File: config.mk
export PLATFORM = sky130hd
export DESIGN_NAME = vx_pipeline_perf_reader_flat
export DESIGN_NICKNAME = d
export VERILOG_FILES = /design/src/rtl/vx_pipeline_perf_reader_if.sv /design/src/rtl/vx_pipeline_perf_reader.sv /design/src/flat_wrapper.sv
export SDC_FILE = /design/constraint.sdc
export NUM_CORES = 2
export LEC_CHECK = 0
export ABC_AREA = 1
export BUFFER_PORTS_ARGS = -buffer_cell sky130_fd_sc_hd__clkbuf_2
export CORE_AREA = 10 10 569 571
export CTS_CLUSTER_DIAMETER = 30
export DETAILED_ROUTE_END_ITERATION = 12
export DIE_AREA = 0 0 579 581
export PLACE_DENSITY = 0.46
export SYNTH_ARGS = -nofsm -noshare
export SYNTH_HDL_FRONTEND = slang
export SYNTH_SLANG_ARGS = --single-unit
File: constraint.sdc
create_clock -name clk -period 2.8 [get_ports clk]
set_clock_uncertainty 0.2 [all_clocks]
set_input_delay 0.56 -clock clk [delete_from_list [all_inputs] [get_ports clk]]
set_output_delay 0.56 -clock clk [all_outputs]
set_load 0.01 [all_outputs]
File: src/rtl/vx_pipeline_perf_reader_if.sv
// Request/response channel for reading the pipeline perf counters.
//   master : requester (CSR unit) - drives req_* and rsp_ready
//   slave  : vx_pipeline_perf_reader - drives req_ready and rsp_*
//   req_idx  : counter index; req_hi selects the upper half; req_snap selects the snapshot bank
//   rsp_data : 32-bit read data; rsp_err flags an out-of-range index
interface vx_pipeline_perf_reader_if #(
   parameter int unsigned IDX_W = 6
);
   logic             req_valid;
   logic             req_ready;
   logic [IDX_W-1:0] req_idx;
   logic             req_hi;
   logic             req_snap;
   logic             rsp_valid;
   logic             rsp_ready;
   logic [31:0]      rsp_data;
   logic             rsp_err;

   modport master (
      output req_valid, req_idx, req_hi, req_snap, rsp_ready,
      input  req_ready, rsp_valid, rsp_data, rsp_err
   );

   modport slave (
      input  req_valid, req_idx, req_hi, req_snap, rsp_ready,
      output req_ready, rsp_valid, rsp_data, rsp_err
   );
endinterface

File: src/rtl/vx_pipeline_perf_reader.sv
// Consumer end of the pipeline perf-counter bundle. Samples the flattened counters and serves
// 32-bit reads (lo/hi halves, live or snapshot) over a valid/ready request/response channel.
//   clk, reset_n : clock, asynchronous active-low reset
//   perf_ctrs    : live counters, ctr i = perf_ctrs[i*CTR_BITS +: CTR_BITS]
//   snap_take    : copy all live counters into the snapshot bank
//   snap_seq     : number of snapshots taken (wraps)
//   bus          : request/response channel (slave side)
module vx_pipeline_perf_reader #(
   parameter int unsigned NUM_CTRS = 32,
   parameter int unsigned CTR_BITS = 44,
   parameter int unsigned IDX_W    = 6,
   parameter int unsigned SEQ_W    = 8
) (
   input  logic                         clk,
   input  logic                         reset_n,
   input  logic [NUM_CTRS*CTR_BITS-1:0] perf_ctrs,
   input  logic                         snap_take,
   output logic [SEQ_W-1:0]             snap_seq,
   vx_pipeline_perf_reader_if.slave     bus
);
   localparam int unsigned HI_W = CTR_BITS - 32;
   localparam logic StEmpty = 1'b0;
   localparam logic StFull  = 1'b1;
   // One extra bit so NUM_CTRS == 2**IDX_W still compares correctly.
   localparam logic [IDX_W:0] NumCtrsW = NUM_CTRS[IDX_W:0];

   logic                         state_q, state_d;
   logic [31:0]                  rsp_data_q, rsp_data_d;
   logic                         rsp_err_q, rsp_err_d;
   logic                         shadow_vld_q, shadow_vld_d;
   logic [IDX_W-1:0]             shadow_idx_q, shadow_idx_d;
   logic [HI_W-1:0]              shadow_data_q, shadow_data_d;
   logic [NUM_CTRS*CTR_BITS-1:0] snap_bank_q;
   logic [SEQ_W-1:0]             snap_seq_q;

   logic                req_ready;
   logic                accept;
   logic                idx_ok;
   logic                shadow_hit;
   logic [CTR_BITS-1:0] live_sel;
   logic [CTR_BITS-1:0] snap_sel;

   assign req_ready  = (state_q == StEmpty) | bus.rsp_ready;
   assign accept     = bus.req_valid & req_ready;
   assign idx_ok     = {1'b0, bus.req_idx} < NumCtrsW;
   assign shadow_hit = shadow_vld_q & (shadow_idx_q == bus.req_idx);

   // Constant-index mux keeps out-of-range indices from selecting past the flattened vectors.
   always_comb begin
      live_sel = '0;
      snap_sel = '0;
      for (int i = 0; i < NUM_CTRS; i++) begin
         if (bus.req_idx == IDX_W'(i)) begin
            live_sel = perf_ctrs[i*CTR_BITS +: CTR_BITS];
            snap_sel = snap_bank_q[i*CTR_BITS +: CTR_BITS];
         end
      end
   end

   always_comb begin
      state_d       = state_q;
      rsp_data_d    = rsp_data_q;
      rsp_err_d     = rsp_err_q;
      shadow_vld_d  = shadow_vld_q;
      shadow_idx_d  = shadow_idx_q;
      shadow_data_d = shadow_data_q;
      if (accept) begin
         state_d   = StFull;
         rsp_err_d = 1'b0;
         if (!idx_ok) begin
            rsp_data_d = '0;
            rsp_err_d  = 1'b1;
         end else if (bus.req_snap) begin
            rsp_data_d = bus.req_hi ? 32'(snap_sel[CTR_BITS-1:32]) : snap_sel[31:0];
         end else if (!bus.req_hi) begin
            // Latch the upper half now so the following hi read pairs with this lo read.
            rsp_data_d    = live_sel[31:0];
            shadow_vld_d  = 1'b1;
            shadow_idx_d  = bus.req_idx;
            shadow_data_d = live_sel[CTR_BITS-1:32];
         end else if (shadow_hit) begin
            rsp_data_d   = 32'(shadow_data_q);
            shadow_vld_d = 1'b0;
         end else begin
            rsp_data_d = 32'(live_sel[CTR_BITS-1:32]);
         end
      end else if ((state_q == StFull) && bus.rsp_ready) begin
         state_d = StEmpty;
      end
   end

   always_ff @(posedge clk or negedge reset_n) begin
      if (!reset_n) begin
         state_q       <= StEmpty;
         rsp_data_q    <= '0;
         rsp_err_q     <= 1'b0;
         shadow_vld_q  <= 1'b0;
         shadow_idx_q  <= '0;
         shadow_data_q <= '0;
      end else begin
         state_q       <= state_d;
         rsp_data_q    <= rsp_data_d;
         rsp_err_q     <= rsp_err_d;
         shadow_vld_q  <= shadow_vld_d;
         shadow_idx_q  <= shadow_idx_d;
         shadow_data_q <= shadow_data_d;
      end
   end

   // A snap read accepted in the same cycle as snap_take sees the old bank contents.
   always_ff @(posedge clk or negedge reset_n) begin
      if (!reset_n) begin
         snap_bank_q <= '0;
         snap_seq_q  <= '0;
      end else if (snap_take) begin
         snap_bank_q <= perf_ctrs;
         snap_seq_q  <= snap_seq_q + 1'b1;
      end
   end

   assign bus.req_ready = req_ready;
   assign bus.rsp_valid = state_q;
   assign bus.rsp_data  = rsp_data_q;
   assign bus.rsp_err   = rsp_err_q;
   assign snap_seq      = snap_seq_q;

endmodule

File: src/flat_wrapper.sv
// flat-port wrapper written by rule: the top's interface ports become plain ports
module vx_pipeline_perf_reader_flat 
#(
   parameter int unsigned NUM_CTRS = 32,
   parameter int unsigned CTR_BITS = 44,
   parameter int unsigned IDX_W    = 6,
   parameter int unsigned SEQ_W    = 8
)
  (clk, reset_n, perf_ctrs, snap_take, snap_seq, bus_req_valid, bus_req_idx, bus_req_hi, bus_req_snap, bus_rsp_ready, bus_req_ready, bus_rsp_valid, bus_rsp_data, bus_rsp_err);
  vx_pipeline_perf_reader_if #(.IDX_W(IDX_W)) bus_i ();
  input  logic clk;
  input  logic reset_n;
  input  logic [NUM_CTRS*CTR_BITS-1:0] perf_ctrs;
  input  logic snap_take;
  output logic [SEQ_W-1:0] snap_seq;
  input wire logic [$bits(bus_i.req_valid)-1:0] bus_req_valid;
  input wire logic [$bits(bus_i.req_idx)-1:0] bus_req_idx;
  input wire logic [$bits(bus_i.req_hi)-1:0] bus_req_hi;
  input wire logic [$bits(bus_i.req_snap)-1:0] bus_req_snap;
  input wire logic [$bits(bus_i.rsp_ready)-1:0] bus_rsp_ready;
  output wire logic [$bits(bus_i.req_ready)-1:0] bus_req_ready;
  output wire logic [$bits(bus_i.rsp_valid)-1:0] bus_rsp_valid;
  output wire logic [$bits(bus_i.rsp_data)-1:0] bus_rsp_data;
  output wire logic [$bits(bus_i.rsp_err)-1:0] bus_rsp_err;
  assign bus_i.req_valid = bus_req_valid;
  assign bus_i.req_idx = bus_req_idx;
  assign bus_i.req_hi = bus_req_hi;
  assign bus_i.req_snap = bus_req_snap;
  assign bus_i.rsp_ready = bus_rsp_ready;
  assign bus_req_ready = bus_i.req_ready;
  assign bus_rsp_valid = bus_i.rsp_valid;
  assign bus_rsp_data = bus_i.rsp_data;
  assign bus_rsp_err = bus_i.rsp_err;
  vx_pipeline_perf_reader #(.NUM_CTRS(NUM_CTRS), .CTR_BITS(CTR_BITS), .IDX_W(IDX_W), .SEQ_W(SEQ_W)) u_core (.clk(clk), .reset_n(reset_n), .perf_ctrs(perf_ctrs), .snap_take(snap_take), .snap_seq(snap_seq), .bus(bus_i));
endmodule
* After elaboration in Yosys (flattened, before gate mapping)
Cells that the tools add are included.
** Operators by class
- Add/subtract/negate cells :: 1
- Bitwise operators :: 6
- Equal/unequal tests :: 33
- Muxes and demuxes :: 74
- Reductions and logical operators :: 5
- $lt $le $gt $ge :: 1
** Operator list (count)
- $mux W44 :: 64
- $mux W32 :: 4
- $eq A6 B5 Y1 const B :: 16
- $eq A6 B4 Y1 const B :: 8
- $eq A6 B3 Y1 const B :: 4
- $eq A6 B2 Y1 const B :: 2
- $mux W12 :: 1
- $add A8 B1 Y8 const B :: 1
- $reduce_and A4 Y1 :: 2
- $eq A6 B1 Y1 const B :: 1
- $eq A6 B6 Y1 :: 1
- $logic_not A6 Y1 :: 1
- $lt A6 B6 Y1 const B :: 1
- $mux W1 :: 5
- $not A1 Y1 :: 3
- $and A1 B1 Y1 :: 2
- $ne A2 B1 Y1 const B :: 1
- $reduce_bool A2 Y1 :: 1
- $logic_and A1 B1 Y1 :: 1
- $or A1 B1 Y1 :: 1
** Word-level totals
- Register bits after elaboration :: 1469
- Output and inout port bits :: 43

* Logic depth before layout (Yosys ltp)
- Depth in word-level cells :: 37
- Mapped depth :: 29
- Mapped depth without buffers :: 28

* Least setup slack after synthesis
OpenSTA, ideal clock, no wires.
- Kind :: input -> register
- From :: input port bus_req_idx[4]
- To :: register u_core.rsp_data_q[28] (netlist: u_core.bus.rsp_data[28])
- Arrival time :: 2.745 ns
- Required time :: 2.483 ns
- Setup slack :: -0.263 ns
- Stages on the path :: 23
- Cell sequence :: nor2_1 inv_2 buf_6 nor2_2 buf_2 clkbuf_1 nand2_1 nand2_1 nand4_1 nand2_1 nand4_1 nand2_1 nand4_1 nor2_1 nand4_1 nor2_1 nand4_1 nor2_1 nand3_1 nand2_1 nand2_1 nand2_1 nand2_1
** Between the ends
- Cells in the longest elaborated chain, start to end :: 36
- Elaborated cells on any way between the ends :: 101
** Ends and longest elaborated chain
- start: declaration :: line flat_wrapper.sv:17 : input wire logic [$bits(bus_i.req_idx)-1:0] bus_req_idx;
- $logic_not A6 Y1 :: line vx_pipeline_perf_reader.sv:53 : if (bus.req_idx == IDX_W'(i)) begin
- $mux W44 (32 in a row) :: line vx_pipeline_perf_reader.sv:53
- $mux W32, on equally long branches :: line vx_pipeline_perf_reader.sv:75, vx_pipeline_perf_reader.sv:74
- $mux W32 :: line vx_pipeline_perf_reader.sv:73 : end else if (bus.req_snap) begin
- $mux W32 * :: line vx_pipeline_perf_reader.sv:70 : if (!idx_ok) begin
- end signal: assignment :: line vx_pipeline_perf_reader.sv:102 : rsp_data_q <= rsp_data_d;
- end: declaration :: line vx_pipeline_perf_reader.sv:28 : logic [31:0] rsp_data_q, rsp_data_d;
Mark *: on every way between the ends. The rest lies on a longest branch, timed or not.
A chain may end at the register's enable or synchronous reset.

* Worst setup path after layout
- From :: input port bus_req_idx[4]
- To :: register u_core.rsp_data_q[13] (netlist: u_core.bus.rsp_data[13])
Same word-level chain as after synthesis.

==> reports/metrics.cfg <==
[final_layout]
final_cells = 20290
layout.nets = 16990
syn_to_final_growth_pct = 77.16
drive_gt1_share_pct = 27.67

[global_routing]
grt_max_degree = 155
grt_use_met2_pct = 51.26
grt_use_met1_pct = 39.67
antenna_found_initial = 339
grt_pass1_wl_mm = 768.7
grt_pass1_vias = 96760
busiest_layer = met2
grt_overflow = 0
grt_util_met3_pct = 7.575
grt_use_total_pct = 32.09

[logic_synthesis]
synth.distinct_cells = 35
synth_top_area_cell = dfrtp_1
synthCells = 11340
synth_seq_area_share_pct = 47.44
synth-edff-count = 0
avgSynthCellArea_sq_um = 6.835
yosysWarnings = 0
synth_flop_cell = dfrtp_1
synth_nets = 12760
synthesis.area_sq_um = 77480
netlist_top_cells_area = dfrtp_1 47%, nand2_1 26%, o21ai_0 6.2%
async_reset_ff_share_pct = 100.0
synth.top_cell.area_share_pct = 47.44
ys_ff_latch = 1469

[die]
fp-row-count = 205
io_pins = 1464
core_area_sq_um = 311400
die_h_um = 581
dieArea_sq_um = 336400
start_util_pct = 24.88
dieWidth_um = 579

[worst_setup_path]
path_common_cell = nand4_1
worstSetupEndpointType = flop
cp-start-kind = input port
path_class = in -> reg
path_max_fanout = 6
arrival_ns = 5.24
cp_data_required_time_ns = 3.43
cp_slowest_cell = nand4_1
critPathMaxStageDelay_ns = 0.28

[clock_network]
clock-sinks = 1469
cts_tree = yes
clkTransAtPathRegs_ns = 0.05
cts_root_buffer = clkbuf_16
cts_buffers = 466
clock_path_buffers = 4
clk_latency_ns = 1.01
h-tree-depth = 5

[drt]
ant_nets = 0
num_vias = 98980
drcViolationCount = 0
detail_route.iter0.violations = 11210
firstDrtPassIters = 8
drt-wirelength-per-cell_um = 27.90
drt_wl_total_mm = 566.1
avgViaCountPerCell = 4.879

[sta]
rsz0062_at_grt = yes
max_slew.worst_pin.slew_ns = 0.6766
finalCriticalPeriod_ns = 4.605
max_freq_mhz = 217.2
slew-limit-headroom_pct = 54.89
period_share_pct = 164.5
setup_ws_ns = -1.805
timing.setup.tns_ns = -58.23
finalSetupViolCount = 44
drv_slew = 0
hold_violations = 0

[placed_design]
hpwl_mm = 441.8
gp_congestion = 0.9745
placed_cells = 17660
place_ws_ns = -3.298
io_buffers = 1463

[run]
max_cap_violations = 0

[power]
p_leak_nw = 68.93
vdd_ir_drop_max_mv = 0.6707
power_density_nw_per_um2 = 665.5

[outcome]
status = complete, but fails checks
violations = negative setup slack

[hold_path]
hold_path.class = in -> reg

==> critical path, delay by kind of cell <==
kind	cells	cell delay, ns
AOI/OAI and AO/OA	3	0.52
and+or+nand+nor	17	2.79
buffers and inverters	9	1.32
==> cell usage after synthesis, types with 2 or more instances <==
master,n
nand2_1,5434
dfrtp_1,1469
inv_1,1049
o21ai_0,953
nor2_1,573
clkbuf_1,555
nand4_1,493
a21oi_1,275
nand3_1,226
or2_2,80
buf_2,57
buf_1,38
o22ai_1,21
o21ai_1,14
o211ai_1,12
inv_2,10
nor2_2,10
nor3_1,10
or2_0,10
o2111ai_1,9
clkinv_1,7
nand3b_1,6
buf_4,4
or2_1,4
xnor2_1,4
xor2_1,3
a22oi_1,2
==> what timing repair did <==
item                                    in CTS  in global routing
setup buffers                               64                 29
cloned                                       1                  1
hold endpoints to repair                  2351                  0
hold buffers                              1527                  0
endpoints found under the setup margin      44                 44
gates resized for setup                    751                332
pin swaps                                  452                481
==> cell families (layout without fill, tap and decap cells) <==
group                      Yosys count  in the layout  synth area share [%]
DFF                               1469           1469                 47.44
xor gates and xnor gates             7              7               0.07913
AOI/OAI and AO/OA                 1289           1289                 8.461
and+or+nand+nor                   6849           6849                 35.54
adders and majority gates            1              1               0.01615
buffers and inverters             1721           6347                 8.458
other                                0            186                     0
==> registers in the layout (all words and copies together) (netlist names) <==
register / cells
u_core.bus.rsp_data: 32
u_core.bus.rsp_err: 1
u_core.bus.rsp_valid: 1
u_core.shadow_data_q: 12
u_core.shadow_idx_q: 6
u_core.shadow_vld_q: 1
u_core.snap_bank_q: 1408
u_core.snap_seq: 8
==> final timing paths <==
path	start	endpoint	slack, ns	depth (start not counted)
max in group asynchronous	reset_n	u_core.snap_bank_q[23]	0.70	4
worst max-delay path	bus_req_idx[4]	u_core.bus.rsp_data[13]	-1.80	29
min in group asynchronous	reset_n	u_core.snap_bank_q[1375]	0.56	3
worst max register to register	u_core.snap_bank_q[68]	u_core.bus.rsp_data[24]	-1.71	27
worst min-delay path	bus_req_idx[5]	u_core.bus.rsp_err	0.10	5
worst min register to register	u_core.snap_bank_q[1383]	u_core.snap_bank_q[1383]	0.26	2
==> cells in the final DEF, fill, tap and decap left out, types with 29 or more instances in the layout <==
cell and count:
nor2_4 73, nand2_4 56, nor2_1 433, a21oi_2 30
dlygate4sd3_1 1527, a21oi_1 237, buf_6 156, nand2_1 5176
diode_2 186, clkbuf_8 105, inv_1 1034, nand3_1 114
buf_4 1026, clkbuf_2 1455, nand2_2 197, nand3_4 40
o21ai_0 900, clkbuf_16 470, nand4_1 493, nand3_2 73
clkinv_2 108, bufinv_16 46, o21ai_2 29, buf_12 230
dfrtp_1 1469, clkbuf_1 85, nor2_2 78, or2_2 79
==> per-layer routing <==
metal	up-vias	wire, um
li1	44230	-
met1	47390	218200
met2	5713	255500
met3	1499	52520
met4	148	39040
met5	-	915
==> area by class of cell <==
type	instances	area, sq um
timing repair buffer	4417	37000
fill	31870	174100
inverter	1066	4036
clock buffer	656	13440
multi-input combinational	8146	37530
tap	4140	5180
sequential	1469	36760
antenna	186	465.4
clock inverter	208	2859
==> stage by stage <==
stage	util (%)	instance area [sq um]	power, mW	hold slack, ns
after floorplan	-	77760	27.84	0.06441
after global placement	32.40	100900	34.75	0.2485
after detailed placement	32.40	100900	34.82	0.2530
after CTS	43.52	135500	91.26	0.05044
after global routing	44.01	137000	93.96	0.1050
final	44.09	137300	91.35	0.1016
==> where the power goes <==
part	total (mW)	internal [mW]	switching, mW
Sequential	24.4	23.3	1.05
Combinational	13.1	5.30	7.83
Clock	53.9	37.3	16.6
Total	91.4	65.9	25.5
No activity file was read; power rests on OpenSTA's default activity.
